## src/rtl/decode_stage.sv

```systemverilog
// RV32I decode pipeline stage: registered decoded fields, one-entry skid buffer,
// flush, and a saturating count of illegal beats delivered downstream.
module decode_stage #(
  parameter int XLEN  = 32,
  parameter int CNT_W = 16
) (
  input  logic             clk,
  input  logic             rst_n,
  input  logic             flush,
  input  logic             in_valid,
  output logic             in_ready,
  input  logic [31:0]      in_instr,
  input  logic [XLEN-1:0]  in_pc,
  output logic             out_valid,
  input  logic             out_ready,
  output logic [XLEN-1:0]  out_pc,
  output logic [3:0]       out_class,
  output logic [2:0]       out_funct3,
  output logic             out_alt,
  output logic [4:0]       out_rs1,
  output logic [4:0]       out_rs2,
  output logic [4:0]       out_rd,
  output logic             out_use_rs1,
  output logic             out_use_rs2,
  output logic             out_rd_we,
  output logic [31:0]      out_imm,
  output logic             out_illegal,
  output logic [CNT_W-1:0] illegal_cnt
);
  typedef enum logic [3:0] {
    C_LUI = 4'd0, C_AUIPC = 4'd1, C_JAL = 4'd2, C_JALR = 4'd3, C_BR = 4'd4,
    C_LOAD = 4'd5, C_STORE = 4'd6, C_OPI = 4'd7, C_OP = 4'd8, C_SYS = 4'd9,
    C_UNK = 4'd15
  } cls_e;

  typedef struct packed {
    logic [XLEN-1:0] pc;
    logic [3:0]      cls;
    logic [2:0]      f3;
    logic            alt;
    logic [4:0]      rs1, rs2, rd;
    logic            use_rs1, use_rs2, rd_we;
    logic [31:0]     imm;
    logic            ill;
  } dec_t;

  logic             skid_full_q, out_valid_q;
  logic [31:0]      skid_instr_q;
  logic [XLEN-1:0]  skid_pc_q;
  dec_t             out_q, dec;
  logic [CNT_W-1:0] cnt_q;

  logic             accept, out_load;
  logic [31:0]      i;
  logic [XLEN-1:0]  src_pc;
  cls_e             cls;
  logic [2:0]       f3;
  logic [6:0]       f7;
  logic             ill, shamt;

  assign in_ready = !skid_full_q;
  assign accept   = in_valid && in_ready;
  assign out_load = !out_valid_q || out_ready;
  // The skid always holds the older beat, so it wins the output register.
  assign i        = skid_full_q ? skid_instr_q : in_instr;
  assign src_pc   = skid_full_q ? skid_pc_q : in_pc;

  always_comb begin
    f3    = i[14:12];
    f7    = i[31:25];
    cls   = C_UNK;
    if (i[1:0] == 2'b11) begin
      case (i[6:2])
        5'b01101: cls = C_LUI;
        5'b00101: cls = C_AUIPC;
        5'b11011: cls = C_JAL;
        5'b11001: cls = C_JALR;
        5'b11000: cls = C_BR;
        5'b00000: cls = C_LOAD;
        5'b01000: cls = C_STORE;
        5'b00100: cls = C_OPI;
        5'b01100: cls = C_OP;
        5'b11100: cls = C_SYS;
        default:  cls = C_UNK;
      endcase
    end
    shamt = (cls == C_OPI) && (f3[1:0] == 2'b01);

    case (cls)
      C_UNK:   ill = 1'b1;
      C_BR:    ill = (f3[2:1] == 2'b01);
      C_LOAD:  ill = (f3 == 3'd3) || (f3 == 3'd6) || (f3 == 3'd7);
      C_STORE: ill = (f3 >= 3'd3);
      C_JALR:  ill = (f3 != 3'd0);
      C_OPI:   ill = (f3 == 3'd1) ? (f7 != 7'h00)
                   : (f3 == 3'd5) ? (f7 != 7'h00 && f7 != 7'h20) : 1'b0;
      C_OP:    ill = (f7 == 7'h00) ? 1'b0
                   : (f7 == 7'h20) ? !(f3 == 3'd0 || f3 == 3'd5) : 1'b1;
      C_SYS:   ill = (i != 32'h0000_0073) && (i != 32'h0010_0073);
      default: ill = 1'b0;
    endcase

    dec         = '0;
    dec.pc      = src_pc;
    dec.cls     = cls;
    dec.f3      = f3;
    dec.alt     = i[30];
    dec.ill     = ill;
    dec.use_rs1 = !ill && (cls inside {C_JALR, C_BR, C_LOAD, C_STORE, C_OPI, C_OP});
    dec.use_rs2 = !ill && (cls inside {C_BR, C_STORE, C_OP});
    dec.rd_we   = !ill && (i[11:7] != 5'd0) &&
                  (cls inside {C_LUI, C_AUIPC, C_JAL, C_JALR, C_LOAD, C_OPI, C_OP});
    dec.rs1     = dec.use_rs1 ? i[19:15] : 5'd0;
    dec.rs2     = dec.use_rs2 ? i[24:20] : 5'd0;
    dec.rd      = dec.rd_we   ? i[11:7]  : 5'd0;

    case (cls)
      C_LUI, C_AUIPC: dec.imm = {i[31:12], 12'b0};
      C_JAL:          dec.imm = {{12{i[31]}}, i[19:12], i[20], i[30:21], 1'b0};
      C_JALR, C_LOAD: dec.imm = {{20{i[31]}}, i[31:20]};
      C_OPI:          dec.imm = shamt ? {27'b0, i[24:20]} : {{20{i[31]}}, i[31:20]};
      C_STORE:        dec.imm = {{20{i[31]}}, i[31:25], i[11:7]};
      C_BR:           dec.imm = {{20{i[31]}}, i[7], i[30:25], i[11:8], 1'b0};
      default:        dec.imm = 32'd0;
    endcase
  end

  always_ff @(posedge clk or negedge rst_n) begin
    if (!rst_n) begin
      skid_full_q  <= 1'b0;
      skid_instr_q <= '0;
      skid_pc_q    <= '0;
      out_valid_q  <= 1'b0;
      out_q        <= '0;
      cnt_q        <= '0;
    end else if (flush) begin
      skid_full_q <= 1'b0;
      out_valid_q <= 1'b0;
    end else begin
      if (out_valid_q && out_ready && out_q.ill && (cnt_q != {CNT_W{1'b1}}))
        cnt_q <= cnt_q + 1'b1;
      if (out_load) begin
        out_valid_q <= skid_full_q || accept;
        if (skid_full_q || accept) out_q <= dec;
        skid_full_q <= 1'b0;
      end else if (accept) begin
        skid_full_q  <= 1'b1;
        skid_instr_q <= in_instr;
        skid_pc_q    <= in_pc;
      end
    end
  end

  assign out_valid   = out_valid_q;
  assign out_pc      = out_q.pc;
  assign out_class   = out_q.cls;
  assign out_funct3  = out_q.f3;
  assign out_alt     = out_q.alt;
  assign out_rs1     = out_q.rs1;
  assign out_rs2     = out_q.rs2;
  assign out_rd      = out_q.rd;
  assign out_use_rs1 = out_q.use_rs1;
  assign out_use_rs2 = out_q.use_rs2;
  assign out_rd_we   = out_q.rd_we;
  assign out_imm     = out_q.imm;
  assign out_illegal = out_q.ill;
  assign illegal_cnt = cnt_q;
endmodule

```

## config.mk

```make
export PLATFORM = sky130hd
export DESIGN_NAME = decode_stage
export DESIGN_NICKNAME = d
export VERILOG_FILES = /design/src/rtl/decode_stage.sv
export SDC_FILE = /design/constraint.sdc
export NUM_CORES = 1
export LEC_CHECK = 0
export CAP_MARGIN = 30
export CORE_ASPECT_RATIO = 0.5
export CORE_UTILIZATION = 40
export CTS_BUF_LIST = sky130_fd_sc_hd__clkbuf_4
export DETAILED_ROUTE_END_ITERATION = 8
export GPL_TIMING_DRIVEN = 0
export PLACE_DENSITY = 0.65
export SLEW_MARGIN = 20
export SYNTH_ARGS = -nofsm -noshare
export SYNTH_HDL_FRONTEND = slang
export SYNTH_SLANG_ARGS = --single-unit
```

## constraint.sdc

```tcl
create_clock -name clk -period 8.8 [get_ports clk]
set_input_delay 1.76 -clock clk [delete_from_list [all_inputs] [get_ports clk]]
set_output_delay 1.76 -clock clk [all_outputs]
set_load 0.05 [all_outputs]
```

==> reports/results.txt, run 1 <==
xor/xnor cell area share of the yosys netlist = 1.66%
worst r2r src = skid_full_q
clock buffer depth = 2
via count = 6679
Final Hold Viols = 0
wire per inst = 19.6 um
vias in the first global route = 6576
Slew headroom = 44.7%
main combinational cell family by area after synthesis = multiplexers
Via density = 5.47
Synth Area in Adders = 0.593%
gp weighted congestion = 0.901
Tmin final = 4810 ps
Worst-path clk slew = 160 ps
worst path required time = 9310 ps
Antenna diodes = 0
chip height = 105 um
Setup TNS Final = 0 ps
DRC = 0
slowest cell delay on critical path = 530 ps
sequential fraction of the synthesis area = 51.3%
# Max-Cap Violations = 0
Num Clock Sinks = 173
Synth Cell Area = 8440 um2
area share of the largest cell type after synthesis = 51.3%
total wire length = 23900 um
largest net degree at the start of global routing = 95
Setup WS post-layout = 3990 ps
post_cts resized = 0
CP Depth = 16
Setup crit end = out_rd[1]
reg2reg path depth = 16
violation count after the first detailed-route iteration = 450
Placed Cells = 1189
TritonRoute pass-1 iters = 5
biggest area consumer among synthesized cells = dfrtp_1
CP endpoint kind = flip-flop
Post-Syn Nets = 811
Pins Over Slew Limit = 0
root buf cell = clkbuf_4
CP startpoint = skid_full_q
H-tree depth = 4
Pwr Density = 185 nW/um2
Post-CTS Setup Bufs = 0
fmax = 208 MHz
P&R area growth vs syn = 28.7%
CP Data Arrival Time = 5320 ps
IO buf count = 177
synth cell count leaders = dfrtp_1 (173), nand2_1 (92), mux2_2 (81), o21ai_0 (55), mux2i_1 (45)
Post-synth EDFFs = 0
Ports = 178
post-layout util = 52.7%
worst slack at placement = 3720 ps
CTS Hold Bufs = 0
cells along the critical path = buf_6, buf_8, buf_6, buf_2, buf_2, buf_2, mux2i_1, ha_1, nor2b_1, o21ai_1, a31oi_2, buf_4, o21ai_0, a211oi_2, nand2_1, o31ai_1
VDD IR max = 0.0000713 V
worst-skew pair later-pin latency = 600 ps
Synth Area in Compound Gates = 14.4%
Worst path top cell family by delay = buffers and inverters
Setup-failing EPs final = 0
cts bufs inserted = 17
Die ar. = 21700 um2
placed cell areas = 10600 um2
GRT Util Overall = 22.5%
top-count cell post-synth = dfrtp_1
Min Hold Slack = 498 ps
Initial Util = 41.0%
leakage power = 4.52 nW
Die Width = 207 um
CTS tree = built
critical path's slowest cell = a211oi_2
reg-to-reg endpoint = out_rd[1]
nets = 1008
Final Cell Area = 10900 um2
Hold Crit Class = flip-flop to flip-flop
HPWL after detailed placement = 17400 um
clk_skew = 32.3 ps
Simple-Gate Fraction of Synth Area = 12.5%
initial antenna violation count = 0
top cells by area, synth = dfrtp_1 (51%), mux2_2 (11%), mux2i_1 (5.3%)
crit-path max FO = 10
share of cells above drive strength 1 = 17.2%
ys async rst share = 100%
first-pass GRT wire length = 37600 um
top_reg_cell synth = dfrtp_1
synth warn = 0
Pwr Total = 2.01 mW
Most common cell on crit path = buf_2
Core Region = 20600 um2
Setup CP Type = flip-flop to flip-flop
non-filler cells, final = 1221
row count = 37
library cells used by synthesis = 85
RSZ-0062 raised after global routing = no
flop2flop setup slack = 3990 ps
Mapped Cells = 738
slew of the pin with the lowest slew margin = 830 ps
status = finished clean
total congestion overflow = 0
register bit total from synthesis = 173
crit start category = flip-flop
Mapped Avg Cell Area = 11.4 um2
Layout fillers = 1808
post-synthesis mux area share = 16.3%
Worst Path Buf+Inv = 7
post-route ant nets = 0
Tcrit/Tclk final = 54.7%
==> worst min-delay path by stage <==
stage	slack, ps	depth (start not counted)	startpoint	to
2_1_floorplan	470	1	skid_instr_q[21]	skid_instr_q[21]
3_3_place_gp	460	2	out_pc[3]	out_pc[3]
3_5_place_dp	470	2	out_rs1[2]	out_rs1[2]
4_1_cts	500	2	out_pc[8]	out_pc[8]
5_1_grt	520	2	out_imm[1]	out_imm[1]
6_report	500	2	out_pc[5]	out_pc[5]
==> layout make-up <==
type | instances | area (um2) | area share, %
clock inverter | 14 | 144 | 1.32
inverter | 14 | 55.1 | 0.507
clock buffer | 18 | 135 | 1.24
tap | 273 | 342 | 3.14
buffer | 39 | 221 | 2.04
sequential | 173 | 4330 | 39.8
timing repair buffer | 178 | 1800 | 16.6
multi-input combinational | 512 | 3830 | 35.3
==> cells in the final DEF, fill, tap and decap left out, types with 3 or more instances in the layout <==
master,instances
buf_2,9
xnor2_1,13
o41ai_1,6
inv_1,13
dfrtp_1,173
clkbuf_4,18
o21a_1,4
a221o_1,15
nand2_1,92
o31ai_1,8
clkbuf_1,21
mux2i_1,45
a21o_1,5
a31oi_1,3
a41oi_1,3
nor3_1,15
clkdlybuf4s50_1,176
a22oi_1,4
a21oi_2,3
nor2b_1,7
nand3_1,11
mux2_2,81
ha_1,4
nor4_1,6
nand4_1,10
xor2_1,3
nor2_1,27
buf_6,6
o21ai_0,55
a21oi_1,11
nand2b_1,6
and3_1,5
a22o_1,5
and2_1,5
clkinvlp_4,4
clkinv_2,3
a211o_1,6
==> cells by family (layout without fill, tap and decap cells) <==
family	Yosys count	count (layout)
AO/OA/AOI/OAI	158	158
buffers and inverters	53	263
multiplexers	127	127
flip-flops	173	173
XOR/XNOR	16	16
AND/OR/NAND/NOR	207	207
adder cells (fa/ha/maj)	4	4
==> sequential cells by signal (all words and copies together) (netlist names) <==
| name | count |
|---|---|
| out_imm | 32 |
| out_pc | 32 |
| skid_instr_q | 32 |
| skid_pc_q | 32 |
| illegal_cnt | 16 |
| out_rd | 5 |
| out_rs1 | 5 |
| out_rs2 | 5 |
| out_class | 4 |
| out_funct3 | 3 |
| out_alt | 1 |
| out_illegal | 1 |
| out_rd_we | 1 |
| out_use_rs1 | 1 |
| out_use_rs2 | 1 |
| out_valid | 1 |
| skid_full_q | 1 |
==> power breakdown <==
part,total [mW],internal [mW],switching [mW]
clock network,0.471,0.171,0.300
logic,0.545,0.220,0.325
registers,0.995,0.914,0.0810
==> metal layers <==
metal	GRT usage, %	vias to the layer above	wire, um
li1	-	3096	-
met3	4.54	33	1140
met4	7.14	0	421
met1	32.2	3352	11600
met2	34.0	198	10800
met5	0	-	0
==> tightest hold or removal path, delay by kind of cell (launching register included) <==
kind / cells / cell delay (ps)
DFF: 1 / 370
AOI/OAI and AO/OA: 1 / 60
and+or+nand+nor: 1 / 40
Note: power is estimated with default switching activity, not from simulation.
==> inputs of run 2 (changes only) <==
PLACE_DENSITY = 0.68   (was 0.65)
clock period = 4.2 ns   (was 8.8 ns; I/O delays follow)
==> run 2 against run 1 <==
Net effect: largest cell class unchanged; flip-flop and latch count did not move; combinational power is 110% higher; fmax grew 25%.
==> reports/results.txt, run 2 (synthesis gave the netlist of run 1 again) <==
HPWL after detailed placement = 18000 um
via count = 6698
crit start category = flip-flop
Num Clock Sinks = 173
total congestion overflow = 0
Via density = 5.48
# Max-Cap Violations = 0
share of cells above drive strength 1 = 17.7%
worst path required time = 4700 ps
Switching Fraction = 34.8%
vias in the first global route = 6720
Initial Util = 41.0%
leakage power = 4.53 nW
Die ar. = 21700 um2
Switch Pwr = 1.47 mW
row count = 37
worst-skew pair later-pin latency = 580 ps
Tmin final = 3860 ps
commonest cells after routing, fill and taps aside = clkdlybuf4s50_1 (176), dfrtp_1 (173), nand2_1 (92), mux2_2 (81), o21ai_0 (55)
Worst Path Buf+Inv = 5
P&R area growth vs syn = 29.8%
Core Region = 20600 um2
Most common cell on crit path = buf_6
H-tree depth = 4
DRC = 0
critical path's slowest cell = a2111oi_2
total wire length = 24000 um
chip height = 105 um
internal power = 2.75 mW
Slew headroom = 43.8%
CP Data Arrival Time = 4360 ps
Final Cell Area = 11000 um2
status = finished clean
Pwr Density = 385 nW/um2
Setup WS post-layout = 343 ps
Worst path top cell family by delay = buffers and inverters
VDD IR max = 0.000250 V
Pins Over Slew Limit = 0
gp weighted congestion = 0.873
clock buffer depth = 2
fmax = 259 MHz
Placed Cells = 1190
post-route ant nets = 0
Seq pwr share = 49.5%
CTS Hold Bufs = 0
violation count after the first detailed-route iteration = 485
slowest cell delay on critical path = 470 ps
Worst-path clk slew = 150 ps
Final Hold Viols = 0
Hold Crit Class = input port to async pin
cells along the critical path = buf_6, buf_8, buf_6, buf_6, mux2i_4, ha_1, nor4bb_2, o32a_2, o31ai_4, and3_1, a2111oi_2, buf_4, a221o_1
GRT Util Overall = 22.7%
initial antenna violation count = 1
largest net degree at the start of global routing = 74
cts bufs inserted = 17
clk_skew = 30.5 ps
Tcrit/Tclk final = 91.8%
Ports = 178
CTS tree = built
crit-path max FO = 19
first-pass GRT wire length = 38200 um
placed cell areas = 10600 um2
RSZ-0062 raised after global routing = no
Die Width = 207 um
Setup-failing EPs final = 0
post-layout util = 53.2%
TritonRoute pass-1 iters = 5
CP endpoint kind = flip-flop
part of the power in the clock network = 23.2%
non-filler cells, final = 1223
commonest non-fill, non-tap cell in the layout = clkdlybuf4s50_1
nets = 1008
root buf cell = clkbuf_4
Setup CP Type = flip-flop to flip-flop
slew of the pin with the lowest slew margin = 843 ps
worst slack at placement = -596 ps
IO buf count = 177
Comb pwr share = 27.3%
wire per inst = 19.6 um
[run 2: changes by cell type in the layout (fill, tap and decap cells not counted), moves of 2 or more]
cell / previous run / this run
buf_2: 9 / 6
clkinv_4: 2 / 0
clkinvlp_4: 4 / 2
diode_2: 0 / 3
inv_6: 2 / 4
[run 2: area by class of cell]
type / count / area (um2)
inverters: 14 / 55.1
plain buffers: 37 / 218
well taps: 273 / 342
clock inverters: 13 / 139
clock buffers: 18 / 135
multi-input cells: 512 / 3890
fillers: 1829 / 9650
flip-flops and latches: 173 / 4330
repair buffers: 180 / 1840
diodes: 3 / 7.51
[run 2: layer usage]
metal	routed length (um)	GRT usage (%)	part of all wire [%]	vias up
met3	937	4.00	3.9	37
met4	517	7.14	2.2	0
met2	11000	34.9	46	190
met5	0	0	0	-
met1	11600	32.4	48	3380
li1	-	-	-	3091
[run 2: metrics by stage]
stage | hold slack (ps) | setup TNS (ps) | total power, mW
after global placement | 463 | -847650 | 3.23
after detailed placement | 460 | -18250 | 3.26
after global routing | 106 | 0 | 4.42
final | 143 | 0 | 4.21
after floorplan | 474 | 0 | 2.80
after CTS | 110 | 0 | 4.25
[run 2: repair_timing]
item                                    4_1_cts  5_1_grt
endpoints found under the setup margin       51       22
pin swaps                                     3        0
buffers inserted                              1        0
gates resized for setup                      10        2
[run 2: path summary, 6_finish.rpt]
path                        startpoint               to  slack [ps]  depth (start not counted)
max                        skid_full_q      out_imm[24]         340                         13
min                              rst_n       out_pc[17]         140                          1
max reg2reg                skid_full_q      out_imm[24]         340                         13
min reg2reg                  out_pc[8]        out_pc[8]         500                          2
max in group asynchronous        rst_n  skid_instr_q[8]        3060                          3
min in group clk             out_pc[8]        out_pc[8]         500                          2
[run 2: worst register-to-register path, delay by kind of cell (launching register included)]
family	cells	cell delay [ps]
and+or+nand+nor	2	630
muxes	1	350
buffers and inverters	5	1110
AOI/OAI and AO/OA	4	980
DFF	1	430
adders and majority gates	1	280
[run 2: power groups by stage]
stage | Sequential [mW] | Clock [mW] | Combinational [mW]
after floorplan | 2.40 | 0 | 0.400
after global placement | 2.10 | 0 | 1.12
after detailed placement | 2.12 | 0 | 1.15
after CTS | 2.08 | 1.01 | 1.16
after global routing | 2.12 | 1.08 | 1.22
final | 2.08 | 0.978 | 1.15
==> inputs of run 3 (changes only) <==
CORE_UTILIZATION = 25   (was 40)
PLACE_DENSITY = not set   (was 0.68)
==> run 3 against run 2 <==
Net effect: final area up 1.5%; hold slack better by 130 ps; clock power down 7.0%; fmax down 1.0%; critical path depth up 3; non-clock buffer count up 2; worst setup slack worse by 40 ps; sequential power about the same; total power down 1.3%; routed wire length up 11%.
==> reports/results.txt, run 3 (synthesis gave the netlist of run 1 again) <==
Comb pwr share = 27.9%
via count = 6708
Slew headroom = 45.3%
worst-skew pair later-pin latency = 590 ps
Hold Crit Class = input port to async pin
Die ar. = 34500 um2
nets = 1010
CP endpoint kind = flip-flop
VDD IR max = 0.000153 V
Pwr Density = 374 nW/um2
Final Hold Viols = 0
slowest cell delay on critical path = 420 ps
Seq pwr share = 50.3%
Ports = 178
slew of the pin with the lowest slew margin = 820 ps
part of the power in the clock network = 21.9%
largest net degree at the start of global routing = 93
row count = 47
chip height = 132 um
Die Width = 262 um
reg2reg path depth = 16
total wire length = 26600 um
initial antenna violation count = 3
critical path's slowest cell = dfrtp_1
Initial Util = 25.4%
status = finished clean
root buf cell = clkbuf_4
Setup CP Type = flip-flop to flip-flop
share of cells above drive strength 1 = 17.8%
Switching Fraction = 35.6%
internal power = 2.68 mW
fmax = 257 MHz
crit start category = flip-flop
Placed Cells = 1357
total congestion overflow = 0
clk_skew = 34.7 ps
first-pass GRT wire length = 41400 um
Most common cell on crit path = buf_6
commonest cells after routing, fill and taps aside = clkdlybuf4s50_1 (176), dfrtp_1 (173), nand2_1 (92), mux2_2 (81), o21ai_0 (55)
P&R area growth vs syn = 31.7%
leakage power = 4.52 nW
IO buf count = 177
gp weighted congestion = 0.880
Layout fillers = 3362
Tcrit/Tclk final = 92.8%
non-filler cells, final = 1394
violation count after the first detailed-route iteration = 441
Num Clock Sinks = 173
Final Cell Area = 11100 um2
placed cell areas = 10800 um2
wire per inst = 19.1 um
clock buffer depth = 2
Core Region = 33200 um2
commonest non-fill, non-tap cell in the layout = clkdlybuf4s50_1
vias in the first global route = 6950
TritonRoute pass-1 iters = 8
HPWL after detailed placement = 20200 um
CTS tree = built
H-tree depth = 4
Setup-failing EPs final = 0
cells along the critical path = buf_6, buf_8, buf_6, buf_6, nor2b_1, a21oi_1, ha_2, and4bb_1, a21oi_2, a31oi_2, buf_4, nor3_1, mux2i_1, a32oi_2, buf_6, o41ai_1
GRT Util Overall = 15.6%
crit-path max FO = 19
Worst-path clk slew = 140 ps
DRC = 0
Via density = 4.81
Tmin final = 3900 ps
worst path required time = 4650 ps
CP Data Arrival Time = 4350 ps
RSZ-0062 raised after global routing = no
post-route ant nets = 0
cts bufs inserted = 17
# Max-Cap Violations = 0
Switch Pwr = 1.48 mW
Pins Over Slew Limit = 0
==> run 3: path summary, 6_finish.rpt <==
| path | slack, ps | endpoint | startpoint |
|---|---|---|---|
| worst min-delay path | 270 | skid_pc_q[19] | rst_n |
| min in group clk | 490 | out_funct3[2] | out_funct3[2] |
| worst max-delay path | 300 | out_rs1[2] | skid_full_q |
| worst min register to register | 490 | out_funct3[2] | out_funct3[2] |
| max in group asynchronous | 3050 | out_imm[14] | rst_n |
| worst max register to register | 300 | out_rs1[2] | skid_full_q |
==> run 3: final cells by class <==
cell class | count | area [um2] | area share (%)
Buffer | 37 | 218 | 1.96
Clock inverter | 14 | 120 | 1.08
Clock buffer | 18 | 135 | 1.22
Timing Repair Buffer | 182 | 1830 | 16.5
Inverter | 14 | 55.1 | 0.495
Sequential cell | 173 | 4330 | 38.9
Antenna cell | 3 | 7.51 | 0.0675
Tap cell | 441 | 552 | 4.96
Multi-Input combinational cell | 512 | 3870 | 34.8
==> run 3: through the flow <==
stage / setup TNS [ps] / power (mW) / hold WS, ps / utilization (%) / worst slack (ps)
2_1_floorplan: 0 / 2.80 / 474 / - / 452
3_3_place_gp: -847750 / 3.24 / 466 / 32.5 / -4810
3_5_place_dp: -21840 / 3.28 / 466 / 32.6 / -646
4_1_cts: 0 / 4.21 / 248 / 33.4 / 125
5_1_grt: 0 / 4.38 / 274 / 33.5 / 37.4
6_report: 0 / 4.16 / 268 / 33.5 / 302
==> run 3: power groups by stage <==
| stage | Clock (mW) | Combinational (mW) | Sequential, mW |
|---|---|---|---|
| 6_report | 0.910 | 1.16 | 2.09 |
| 5_1_grt | 1.03 | 1.23 | 2.12 |
| 4_1_cts | 0.956 | 1.17 | 2.09 |
| 3_5_place_dp | 0 | 1.16 | 2.12 |
| 3_3_place_gp | 0 | 1.14 | 2.11 |
| 2_1_floorplan | 0 | 0.400 | 2.40 |
==> run 3: critical path: cells and delay by family (launching register included) <==
kind,cells,cell delay (ps)
AO/OA/AOI/OAI,5,1110
adder cells (fa/ha/maj),1,340
buffers and inverters,6,1260
flip-flops,1,420
multiplexers,1,170
AND/OR/NAND/NOR,3,460
==> run 3: routing by layer <==
metal	vias up	share of wire [%]	GRT usage (%)
met2	148	51	26.5
met5	-	0	0
li1	3103	-	-
met4	0	3.0	6.52
met3	36	3.8	3.17
met1	3421	43	19.3
==> run 3: timing repair <==
| item | in CTS | in global routing |
|---|---|---|
| buffers inserted | 2 | 2 |
| cloned | 0 | 0 |
| endpoints found under the hold margin | 0 | 0 |
| gates resized for setup | 7 | 2 |
| endpoints found under the setup margin | 52 | 36 |
| hold buffers | 0 | 0 |
